### src/rtl/regfile_pkg.sv
`default_nettype none
// ============================================================================
//  Module      : regfile_pkg
//  Description : Shared widths and types for the 16-bit datapath register file.
//  Revision    : 1.0 - initial release
// ============================================================================
package regfile_pkg;

    localparam int DEFAULT_DATA_W = 16;
    localparam int DEFAULT_ADDR_W = 4;
    localparam int NUM_REGS       = 2 ** DEFAULT_ADDR_W;

    typedef logic [DEFAULT_DATA_W-1:0] data_t;
    typedef logic [DEFAULT_ADDR_W-1:0] addr_t;

endpackage : regfile_pkg
`default_nettype wire

### src/rtl/reg_file_rd_port.sv
`default_nettype none
// ============================================================================
//  Module      : reg_file_rd_port
//  Description : Combinational read port: storage mux plus optional forwarding
//                of the in-flight write data.
//  Revision    : 1.0 - initial release
// ============================================================================
module reg_file_rd_port
    import regfile_pkg::*;
#(
    parameter int DATA_W = regfile_pkg::DEFAULT_DATA_W,
    parameter int ADDR_W = regfile_pkg::DEFAULT_ADDR_W,
    parameter int BYPASS = 0
) (
    input  logic [ADDR_W-1:0] i_rd_addr,
    input  logic [ADDR_W-1:0] i_wr_addr,
    input  logic [DATA_W-1:0] i_wr_data,
    input  logic              i_wr_en,
    input  logic              i_rst_n,
    input  logic [DATA_W-1:0] i_mem [2**ADDR_W],
    output logic [DATA_W-1:0] o_rd_data
);

    logic              w_hit;
    logic [DATA_W-1:0] w_stored;

    // A write held off by reset never lands, so it must not be forwarded either.
    assign w_hit    = i_wr_en && i_rst_n && (i_rd_addr == i_wr_addr);
    assign w_stored = i_mem[i_rd_addr];

    always_comb begin
        o_rd_data = w_stored;
        if ((BYPASS != 0) && w_hit) begin
            o_rd_data = i_wr_data;
        end
    end

endmodule : reg_file_rd_port
`default_nettype wire

### src/rtl/reg_file.sv
`default_nettype none
// ============================================================================
//  Module      : reg_file
//  Description : 2-read / 1-write general-purpose register file; reads are
//                combinational, the write lands on the rising clock edge.
//  Revision    : 1.0 - initial release
// ============================================================================
module reg_file
    import regfile_pkg::*;
#(
    parameter int DATA_W = regfile_pkg::DEFAULT_DATA_W,
    parameter int ADDR_W = regfile_pkg::DEFAULT_ADDR_W,
    parameter int BYPASS = 0
) (
    input  logic              clk,
    input  logic              rst_n,
    output logic [DATA_W-1:0] A,
    output logic [DATA_W-1:0] B,
    input  logic [DATA_W-1:0] C,
    input  logic [ADDR_W-1:0] Aaddr,
    input  logic [ADDR_W-1:0] Baddr,
    input  logic [ADDR_W-1:0] Caddr,
    input  logic              Load
);

    localparam int c_NUM_REGS = 2 ** ADDR_W;

    logic [DATA_W-1:0] r_mem_q [c_NUM_REGS];
    logic [DATA_W-1:0] w_mem_d [c_NUM_REGS];

    always_comb begin
        for (int i = 0; i < c_NUM_REGS; i++) begin
            w_mem_d[i] = r_mem_q[i];
            if (Load && (Caddr == ADDR_W'(i))) begin
                w_mem_d[i] = C;
            end
        end
    end

    // Reset outranks Load, so a write in a reset cycle is dropped.
    always_ff @(posedge clk) begin
        if (!rst_n) begin
            for (int i = 0; i < c_NUM_REGS; i++) begin
                r_mem_q[i] <= '0;
            end
        end else begin
            for (int i = 0; i < c_NUM_REGS; i++) begin
                r_mem_q[i] <= w_mem_d[i];
            end
        end
    end

    reg_file_rd_port #(
        .DATA_W (DATA_W),
        .ADDR_W (ADDR_W),
        .BYPASS (BYPASS)
    ) u_rd_a (
        .i_rd_addr (Aaddr),
        .i_wr_addr (Caddr),
        .i_wr_data (C),
        .i_wr_en   (Load),
        .i_rst_n   (rst_n),
        .i_mem     (r_mem_q),
        .o_rd_data (A)
    );

    reg_file_rd_port #(
        .DATA_W (DATA_W),
        .ADDR_W (ADDR_W),
        .BYPASS (BYPASS)
    ) u_rd_b (
        .i_rd_addr (Baddr),
        .i_wr_addr (Caddr),
        .i_wr_data (C),
        .i_wr_en   (Load),
        .i_rst_n   (rst_n),
        .i_mem     (r_mem_q),
        .o_rd_data (B)
    );

endmodule : reg_file
`default_nettype wire

### config.mk
export PLATFORM = sky130hd
export DESIGN_NAME = reg_file
export DESIGN_NICKNAME = d
export VERILOG_FILES = /design/src/rtl/regfile_pkg.sv /design/src/rtl/reg_file_rd_port.sv /design/src/rtl/reg_file.sv
export SDC_FILE = /design/constraint.sdc
export NUM_CORES = 1
export LEC_CHECK = 0
export ABC_AREA = 0
export CAP_MARGIN = 40
export CORE_MARGIN = 5
export CORE_UTILIZATION = 25
export DETAILED_ROUTE_END_ITERATION = 6
export HOLD_SLACK_MARGIN = 0.03
export PLACE_DENSITY = 0.43
export SLEW_MARGIN = 20
export SYNTH_ARGS = -nofsm -noshare
export SYNTH_HDL_FRONTEND = slang
export SYNTH_SLANG_ARGS = --single-unit
### constraint.sdc
create_clock -name clk -period 1.85 [get_ports clk]
set_clock_uncertainty 0.2 [all_clocks]
set_input_delay 0.185 -clock clk [delete_from_list [all_inputs] [get_ports clk]]
set_output_delay 0.185 -clock clk [all_outputs]
set_load 0.03 [all_outputs]
==> results of run 1 <==
power by group:
| group | internal (W) | switching, W |
|---|---|---|
| sequential | 0.00559 | 0.0000513 |
| clock | 0.00355 | 0.00244 |
| combinational | 0.000772 | 0.00112 |
critical path: cells and delay by family, from the launching register on:
| kind | cells | cell delay (ns) |
|---|---|---|
| compound gates | 1 | 0.20 |
| simple gates | 1 | 0.14 |
| mux | 1 | 0.61 |
| buf+inv | 1 | 0.17 |
| flops | 1 | 0.32 |
cell usage in the layout (no fill, tap or decap), types with 10 or more instances in the layout:
master	n
nand3_1	256
o21ai_0	256
clkbuf_1	10
a21boi_0	234
dfxtp_2	55
buf_12	82
dfxtp_1	201
a22oi_2	60
buf_4	98
clkdlybuf4s50_1	25
mux4_2	124
a21boi_1	22
clkbuf_16	32
nand2_2	23
cells by family after synthesis:
| kind of cell | Yosys count |
|---|---|
| AOI/OAI and AO/OA | 576 |
| buffers and inverters | 212 |
| and+or+nand+nor | 312 |
| muxes | 128 |
| DFF | 256 |
final timing paths:
check,end,cells after the start,slack [ns],start
setup / recovery,A[3],4,-0.54,r_mem_q[195]
hold / removal,r_mem_q[12],4,0.19,C[12]
setup reg to reg,r_mem_q[15],2,0.92,r_mem_q[15]
hold reg to reg,r_mem_q[242],2,0.28,r_mem_q[242]
Yosys cell counts, types with 2 or more instances:
library cell / count
a21boi_0: 234
a21boi_1: 22
a22oi_1: 64
and2_1: 3
and3b_1: 2
buf_1: 12
buf_2: 56
buf_4: 10
buf_6: 8
clkbuf_1: 122
clkbuf_4: 2
dfxtp_1: 256
mux4_1: 42
mux4_2: 84
mux4_4: 2
nand2_1: 33
nand2b_1: 2
nand3_1: 257
nand3b_1: 2
nor2_1: 2
nor2b_1: 6
o21ai_0: 256
stage by stage:
step	hold slack (ns)	std cells	util, %	power (W)
2_1_floorplan	0.2563	1484	-	0.006634
3_5_place_dp	0.2817	2252	29.88	0.007583
5_1_grt	0.1872	2308	32.25	0.01399
3_3_place_gp	0.2699	2252	29.88	0.007571
6_report	0.1863	2308	32.25	0.01352
4_1_cts	0.1623	2307	32.12	0.01365
area by class of cell:
cell class | count | area (µm²)
Fill cell | 5820 | 38860
Multi-Input combinational cell | 1016 | 8576
Sequential cell | 256 | 5194
Timing Repair Buffer | 217 | 2791
Tap cell | 765 | 957.2
Clock buffer | 50 | 937.1
Clock inverter | 4 | 45.04
what timing repair did:
item / in CTS / in global routing
hold endpoints to repair: 161 / 0
setup buffers: 0 / 0
pin swaps: 78 / 15
hold buffers: 1 / 0
gates cloned: 0 / 1
resized for setup: 160 / 34
endpoints found under the setup margin: 32 / 32
routing by layer:
layer	vias to the layer above	GRT usage (%)	share of wire, %
met5	-	0	0
li1	5671	-	-
met3	73	2.793	5.5
met1	6588	23.86	44
met2	403	29.05	48
met4	0	4.829	2.1
==> impl_metrics.csv, run 1 <==
group,metric,value,unit
yosys,yosys.area_share.simple,10.80,%
worst_setup_path,end_kind,"output port",
routing,dr.pass1.iters,7,
cells_and_area,final_nets,1552,
cells_and_area,regMostFlops,"r_mem_q",
yosys,yosysSeqAreaShare,35.62,%
pwr,peakVddDrop,0.6555,mV
timing,period_share,129.4,%
yosys,syn_area_per_cell,9.696,µm²
die,pin_count,63,
yosys,syn_inst,1484,
timing,fin_tns_setup,-12.67,ns
clocking,cts_buffers,30,
cells_and_area,largestRegisters,"r_mem_q: 256 flops",
clocking,cts.sinks,256,
placed_design,place_hpwl,36460,µm
yosys,synth_top_family_by_area,"compound AO/OA/AOI/OAI gates",
yosys,async_flop_share,0,%
die,initial_core_util,25.08,%
placed_design,port_buffers,62,
worst_setup_path,crit_slowest_cell,"mux4_4",
cells_and_area,stdcell_area,18500,µm²
placed_design,place_ws,-0.4002,ns
clocking,cts.clk_slew.worst_paths,0.06,ns
timing,finalHoldViolations,0,
timing,maxSlewHeadroom,76.04,%
global_routing,grt_pass1_wl,85440,µm
routing,viasPerCell,5.518,
global_routing,antenna_found_initial,1,
die,die_area,62450,µm²
pwr,p_leak,5.902,nW
worst_setup_path,cp-start-kind,"register",
pwr,powerDensity,730.7,nW/µm²
routing,ant_nets,0,
worst_setup_path,cp.arrival,2.01,ns
worst_setup_path,cp.required,1.46,ns
die,fp.dieW,249.9,µm
yosys,netlist_area,14390,µm²
timing,rsz0062_at_grt,"yes",
cells_and_area,num_antenna_cells,0,
worst_setup_path,path_class,"register to output port",
worst_setup_path,crit_chain,"mux4_4 -> a22oi_2 -> nand2_2 -> buf_12",
yosys,ys_top_cells_by_area,"dfxtp_1 36%, mux4_2 13%, a21boi_0 12%",
yosys,synthAdderAreaFrac,0,%
routing,drt_iter0_markers,1199,
placed_design,placed_area,17140,µm²
timing,max_freq,0.4178,GHz
placed_design,gp_congestion,0.7591,
routing,avgRoutedWirePerCell,24.75,µm
yosys,synth_top_area_cell,"dfxtp_1",
yosys,synth_compound_area_share,25.60,%
die,fp.dieH,249.9,µm
global_routing,grt_start_max_net_pins,65,
clocking,cts_tree,"yes",
clocking,root_buffer,"clkbuf_16",
yosys,ys.flop_type,"dfxtp_1",
yosys,yosysWarnings,0,
routing,via_count,12740,
global_routing,track_usage,17.54,%
clocking,h-tree-depth,1,
timing,tightest_slew,0.3595,ns
worst_setup_path,slowest_delay,0.61,ns
yosys,syn_nets,1515,
die,core_area,57370,µm²
yosys,synth-xor-area-share,0,%
global_routing,gr-total-overflow,0,
routing,drt-total-wl,57130,µm
yosys,synth-edff-count,0,
timing,period_minus_slack,2.394,ns
flow_run,drv_cap,0,
cells_and_area,area_growth,28.57,%
min_path,min_path_type,"input port to register",
yosys,synth.distinct_cells,29,
status,status,"finished, violations left",
clocking,cts_buffer_depth,3,
routing,drc_errors,0,
timing,setup_violations,32,
cells_and_area,final_layout_size_suffix_gt1_share,33.83,%
cells_and_area,largest_register_ffs,256,
die,num_rows,88,
yosys,muxShareOfSynthArea,21.17,%
worst_setup_path,path_max_fanout,3,
status,violations,"setup timing",
global_routing,grt_pass1_vias,12510,
yosys,yosys_register_bits,256,
yosys,netlist.area_leader.share,35.62,%
timing,drv_slew,0,
clocking,clock_latency,0.56,ns
timing,setup_ws,-0.5436,ns
Note: power is estimated with default switching activity, not from simulation.
==> inputs of run 2 (changes only) <==
- PLACE_DENSITY: 0.43 -> 0.44
- RECOVER_POWER: default -> 50
- clock period: 1.85 -> 2.16 ns (I/O delays scaled with it)
==> impl_metrics.csv, run 2 (synthesis results as in run 1) <==
group,metric,value,unit
pwr,powerDensity,631.1,nW/µm²
worst_setup_path,path_class,"register to output port",
cells_and_area,final_cell_mix,"256 x nand3_1, 256 x o21ai_0, 241 x a21boi_0, 209 x dfxtp_1, 116 x mux4_2",
timing,setup_violations,34,
global_routing,track_usage,17.46,%
cells_and_area,largestRegisters,"r_mem_q: 256 flops",
timing,maxSlewHeadroom,28.67,%
pwr,sw_frac_of_total,26.84,%
routing,ant_nets,0,
global_routing,grt_pass1_wl,84970,µm
clocking,root_buffer,"clkbuf_16",
timing,setup_ws,-0.2327,ns
timing,drv_slew,0,
placed_design,place_hpwl,34890,µm
cells_and_area,final_layout_size_suffix_gt1_share,30.48,%
clocking,cts_tree,"yes",
pwr,p_switching,0.003067,W
status,status,"finished, violations left",
clocking,h-tree-depth,1,
die,pin_count,63,
cells_and_area,fin_util,31.56,%
worst_setup_path,r2r_cells,2,
worst_setup_path,cp-start-kind,"register",
pwr,p_int,0.008359,W
placed_design,gp_congestion,0.7847,
routing,via_count,12680,
die,initial_core_util,25.08,%
pwr,p_leak,5.740,nW
worst_setup_path,reg2reg_slack,1.18,ns
clocking,clock_latency,0.56,ns
placed_design,port_buffers,62,
min_path,worstHoldPathCells,4,
pwr,peakVddDrop,0.5947,mV
timing,rsz0062_at_grt,"yes",
cells_and_area,largest_register_ffs,256,
routing,drc_errors,0,
routing,avgRoutedWirePerCell,24.89,µm
worst_setup_path,critPathCapture,"A[15]",
timing,tightest_slew,1.070,ns
global_routing,grt_start_max_net_pins,90,
placed_design,place_ws,-0.3373,ns
timing,max_freq,0.4179,GHz
die,fp.dieH,249.9,µm
clocking,cts.clk_slew.worst_paths,0.06,ns
flow_run,drv_cap,0,
worst_setup_path,r2r_start,"r_mem_q[245]",
timing,timing.hold.ws,0.2270,ns
cells_and_area,area_growth,25.83,%
routing,drt-total-wl,56840,µm
timing,period_share,110.8,%
clocking,cts_buffers,30,
pwr,clkPwrFrac,44.4,%
timing,period_minus_slack,2.393,ns
min_path,min_path_type,"input port to register",
worst_setup_path,cp.arrival,1.98,ns
die,die_area,62450,µm²
routing,viasPerCell,5.552,
worst_setup_path,worstReg2RegEnd,"r_mem_q[245]",
global_routing,grt_pass1_vias,12620,
global_routing,antenna_found_initial,2,
die,num_rows,88,
worst_setup_path,path_max_fanout,3,
routing,dr.pass1.iters,5,
cells_and_area,regMostFlops,"r_mem_q",
global_routing,gr-total-overflow,0,
timing,finalHoldViolations,0,
cells_and_area,num_antenna_cells,0,
clocking,cts.sinks,256,
cells_and_area,final_nets,1531,
clocking,cts_buffer_depth,3,
worst_setup_path,cp.required,1.74,ns
status,violations,"setup timing",
pwr,power_frac_comb,13.4,%
worst_setup_path,crit_start,"r_mem_q[207]",
routing,drt_iter0_markers,818,
pwr,seq_power_share,42.3,%
die,core_area,57370,µm²
worst_setup_path,end_kind,"output port",
die,fp.dieW,249.9,µm
run 2: cell types whose count changed in the layout (fill, tap and decap cells not counted), sizes merged:
cell and change:
buf -34, clkbuf +9, clkdlybuf4s50 -2, clkinvlp +1, dlygate4sd3 +2
run 2: critical path, cell delays in order, from the launching register on:
cell and delay [ns]:
dfxtp_2 0.34, mux4_4 0.60, a22oi_2 0.24, nand2_2 0.09
buf_12 0.14
run 2: per-stage QoR:
stage                     std cells  TNS, ns  instance area [µm²]  total power (W)
after floorplan                1484        0                14390         0.005682
after global placement         2232   -12.29                16920         0.006431
after detailed placement       2232   -5.016                16920         0.006441
after CTS                      2284   -5.419                18180          0.01155
after global routing           2284   -10.77                18110          0.01178
final                          2284   -4.362                18110          0.01143
run 2: cell type report:
class / instances / area (µm²)
Fill cell: 5872 / 39260
Timing Repair Buffer: 196 / 2424
Multi-Input combinational cell: 1016 / 8577
Tap cell: 765 / 957.2
Sequential cell: 256 / 5184
Clock inverter: 5 / 52.55
Clock buffer: 46 / 912.1
run 2: repair_timing:
item                                   CTS  global route
buffers inserted                         2             0
setup endpoints to repair               32            32
gates resized for setup                136            41
cloned                                   0             0
hold buffers                             1             0
pin swaps                               61            16
endpoints found under the hold margin   38             0
run 2: per-layer routing:
| metal | wire length, µm | track usage (%) | up-vias |
|---|---|---|---|
| met4 | 1589 | 5.456 | 0 |
| met3 | 3458 | 2.960 | 98 |
| met1 | 24990 | 23.67 | 6508 |
| met5 | 0 | 0 | - |
| met2 | 26800 | 28.55 | 450 |
| li1 | - | - | 5625 |
run 2: worst min-delay path by stage:
stage                 startpoint           end  slack (ns)
CTS                        C[11]   r_mem_q[11]        0.20
global route               C[11]  r_mem_q[171]        0.23
finish                     C[11]   r_mem_q[11]        0.23
global placement    r_mem_q[246]  r_mem_q[246]        0.27
floorplan           r_mem_q[215]  r_mem_q[215]        0.26
detailed placement  r_mem_q[244]  r_mem_q[244]        0.28
run 2: power by group through the flow:
stage | Clock [W] | Sequential, W | Combinational [W]
final | 0.00507 | 0.00483 | 0.00153
after global routing | 0.00535 | 0.00483 | 0.00160
after CTS | 0.00517 | 0.00483 | 0.00155
after detailed placement | 0 | 0.00493 | 0.00151
after global placement | 0 | 0.00493 | 0.00151
after floorplan | 0 | 0.00491 | 0.000772
==> patch 1: new RTL, flow settings as in run 2 <==
Reset style: asynchronous (`rst_n`), changed in one clocked block.
--- a/src/rtl/reg_file.sv
+++ b/src/rtl/reg_file.sv
@@ -39,5 +39,5 @@
 
     // Reset outranks Load, so a write in a reset cycle is dropped.
-    always_ff @(posedge clk) begin
+    always_ff @(posedge clk or negedge rst_n) begin
         if (!rst_n) begin
             for (int i = 0; i < c_NUM_REGS; i++) begin
Function: differs if rst_n is asserted again (counterexample within 4 cycles, from zero or initial values and one cycle with rst_n low); with rst_n held inactive, the same outputs for 4 cycles.
==> patch 1 against run 2 <==
The flow still finishes with violations (setup timing). Cell area is 4.5% lower. Area after synthesis down 7.5%. Critical path type unchanged. Sequential cell count stayed put. Wire length shrank 28%. Critical endpoint is now A[11]. Sequential share of layout area rose by 8.4 points. Count of clock-buffer cells in the layout unchanged. Worst setup slack better by 0.040 ns.
Power is not compared: it rests on default switching activity, and its combinational part moved more than twofold at a synthesized area within 25%.
==> patch 1: results <==
[run_status]
status = finished, violations left
violations = setup timing

[timing]
setup_viol = 32
slew_headroom = 0.306
fin_ws_ns = -0.192
finalSetupTns_ns = -4.87

[route]
routed_wl_um = 41000
vias_per_cell = 4.95
drt_iter0_drc = 414
drt_pre_antenna_iters = 4

[layout]
fillers = 5059
nets = 978
final_cells = 1658

[worst_hold_path]
min_path_type = register to register

[place]
dp_cells = 1600
post-place-ws_ns = -0.0815
place_hpwl_um = 26200
place_congestion = 0.729

[logic_synthesis]
ys_types = 19
synth_nets = 879
synth.yosys.seq_area_share = 0.481
synth_top_flop_cell = dfrtp_1
postSynthAreaPerCell_um2 = 15.7
ys_top_cells_by_count = dfrtp_1, mux2_2, mux4_2, a22oi_1, clkbuf_1
netlist_top_cells_area = dfrtp_1, mux2_2, mux4_2
async_flop_share = 1.00

[grt]
grt_pass1_wl_um = 61800
grt_pass1_vias = 9063
grt_max_degree = 70
grt_use_total = 0.143

[clock_tree]
path_clk_slew_ns = 0.06

[critical_path]
arrival_ns = 1.94
cpPeakStageDelay_ns = 0.48
critical_path.slowest_cell = mux4_2
-- patch 1: layer usage --
layer	track usage	part of all wire	vias to the layer above
met2	0.247	0.51	126
met3	0.0213	0.035	54
met4	0.0364	0.024	2
li1	-	-	3515
met5	0	0.00032	-
met1	0.189	0.43	4506
-- patch 1: cell families (layout without fill, tap and decap cells) --
logic type | after synthesis | count (layout) | share of synthesized area
AND/OR/NAND/NOR | 64 | 64 | 0.0226
multiplexers | 384 | 384 | 0.433
buffers and inverters | 80 | 201 | 0.0270
other | 0 | 1 | 0
flip-flops | 256 | 256 | 0.481
AO/OA/AOI/OAI | 64 | 64 | 0.0361
-- patch 1: worst paths after layout --
path,cells past startpoint,slack (ns),from,end
worst max-delay path,4,-0.19,r_mem_q[203],A[11]
worst min-delay path,1,0.32,r_mem_q[207],r_mem_q[207]
worst max register to register,2,1.07,r_mem_q[245],r_mem_q[245]
worst min register to register,1,0.32,r_mem_q[207],r_mem_q[207]
max in group asynchronous,3,0.37,rst_n,r_mem_q[216]
min in group asynchronous,3,0.62,rst_n,r_mem_q[116]
-- patch 1: power by group --
part           switching [mW]  internal (mW)
clock network            2.05           3.07
logic                    1.78           2.80
registers               0.790           5.92
total                    4.62           11.8
-- patch 1: area by class of cell --
type,count,area share
Clock inverter,8,0.00412
Clock buffer,46,0.0539
Sequential cell,256,0.370
Tap cell,688,0.0498
Multi-Input combinational cell,512,0.402
Antenna cell,1,0.000145
Timing Repair Buffer,147,0.119
-- patch 1: repair_timing --
item	in CTS	in global routing
setup endpoints to repair	32	32
endpoints found under the hold margin	256	0
resized for setup	86	6
pin swaps	57	10
hold buffers	2	0
buffers inserted	0	1
-- patch 1: worst register-to-register path, cell delays in order (launching register included) --
cell,delay [ns]
dfrtp_1,0.40
buf_4,0.14
mux2_2,0.25
==> patch 2: new RTL, settings of run 2 <==
Made on the original files. Set the package constant `DEFAULT_DATA_W` to 20 (it was 16).
--- a/src/rtl/regfile_pkg.sv
+++ b/src/rtl/regfile_pkg.sv
@@ -7,5 +7,5 @@
 package regfile_pkg;
 
-    localparam int DEFAULT_DATA_W = 16;
+    localparam int DEFAULT_DATA_W = 20;
     localparam int DEFAULT_ADDR_W = 4;
     localparam int NUM_REGS       = 2 ** DEFAULT_ADDR_W;
Interface: changed (resized A, B and C); port bits go from 63 to 75. The function was not compared with the original's and may differ.
==> patch 2 against run 2 <==
The flow finishes with violations (DRC, setup timing). Worst setup slack improved by 0.016 ns. Cell area rose by 25%. Critical path type unchanged. Power rose by 26%. Sequential cell count rose by 64. Area after synthesis rose by 24%. Utilization rose by 0.20 points. Sequential share of layout area fell by 0.11 points. Largest cell class unchanged. Wire length rose by 24%.
==> patch 2: results <==
[run_status]
status = finished, violations left
violations = DRC, setup timing

[route]
drt_pre_antenna_iters = 7
vias = 15991
drt_iter0_drc = 1630
drc = 1
routed_wl_um = 70500

[pwr]
leakagePower_nw = 7.14

[place]
port_buffers = 74
place_hpwl_um = 42700
place_congestion = 0.785

[layout]
drive_gt1_frac = 0.305
largestRegisters = r_mem_q (320)

[critical_path]
cpPeakStageDelay_ns = 0.47
timing.rr.end = r_mem_q[316]
cp-endpoint = A[8]

[timing]
setup_viol = 40
fin_ws_ns = -0.217

[clock_tree]
cts_buffers = 38
cts_setup_buffers = 0
htree_levels = 2
clock_latency_ns = 0.54

[grt]
grt_use_total = 0.177
grt_max_degree = 81
grt_pass1_vias = 15895
[patch 2: metal layers]
layer / routed length, um / part of all wire / global-route usage / vias up
li1: - / - / - / 6999
met1: 30900 / 0.44 / 0.244 / 8258
met2: 33500 / 0.48 / 0.288 / 623
met3: 4370 / 0.062 / 0.0300 / 111
met4: 1700 / 0.024 / 0.0479 / 0
met5: 0 / 0 / 0 / -
[patch 2: power breakdown]
group	switching [mW]	internal [mW]
clock	2.66	3.72
combinational	1.18	0.761
sequential	0.0525	5.98
[patch 2: logic make-up (layout without fill, tap and decap cells)]
group	Yosys count	after routing	share of synthesized area
compound gates	720	720	0.257
buf+inv	267	300	0.0672
flops	320	320	0.358
simple gates	384	384	0.106
mux	160	160	0.211
[patch 2: per-stage QoR]
step / total power, mW / std cells / hold slack [ns] / cell area [um^2] / setup slack (ns)
2_1_floorplan: 7.09 / 1851 / 0.257 / 17900 / 0.320
3_5_place_dp: 8.09 / 2769 / 0.277 / 21300 / -0.216
4_1_cts: 14.6 / 2834 / 0.205 / 22800 / -0.227
5_1_grt: 14.8 / 2834 / 0.243 / 22600 / -0.258
3_3_place_gp: 8.07 / 2768 / 0.268 / 21200 / -0.472
6_report: 14.4 / 2834 / 0.241 / 22600 / -0.217
[patch 2: cell type report]
cell class,count,area [um^2]
clock buffer,61,1180
clock inverter,4,23.8
fill,7209,48600
multi-input combinational,1264,10700
sequential,320,6450
tap,950,1190
timing repair buffer,235,3120
[patch 2: how the worst min path moves through the flow]
stage	from	slack (ns)	endpoint	cells past startpoint
after global routing	C[4]	0.24	r_mem_q[4]	4
final	C[4]	0.24	r_mem_q[4]	4
after floorplan	r_mem_q[257]	0.26	r_mem_q[257]	2
after CTS	C[4]	0.21	r_mem_q[4]	4
after global placement	r_mem_q[260]	0.27	r_mem_q[260]	2
after detailed placement	r_mem_q[5]	0.28	r_mem_q[5]	2
[patch 2: repair_timing]
action / 4_1_cts / 5_1_grt
pin swaps: 84 / 10
hold buffers: 1 / 0
gates resized for setup: 167 / 20
endpoints found under the hold margin: 41 / 0
endpoints found under the setup margin: 40 / 40
[patch 2: worst reg2reg max path: stages (launching register included)]
cell      delay (ns)
dfxtp_1         0.37
o21ai_0         0.10
a21boi_0        0.22
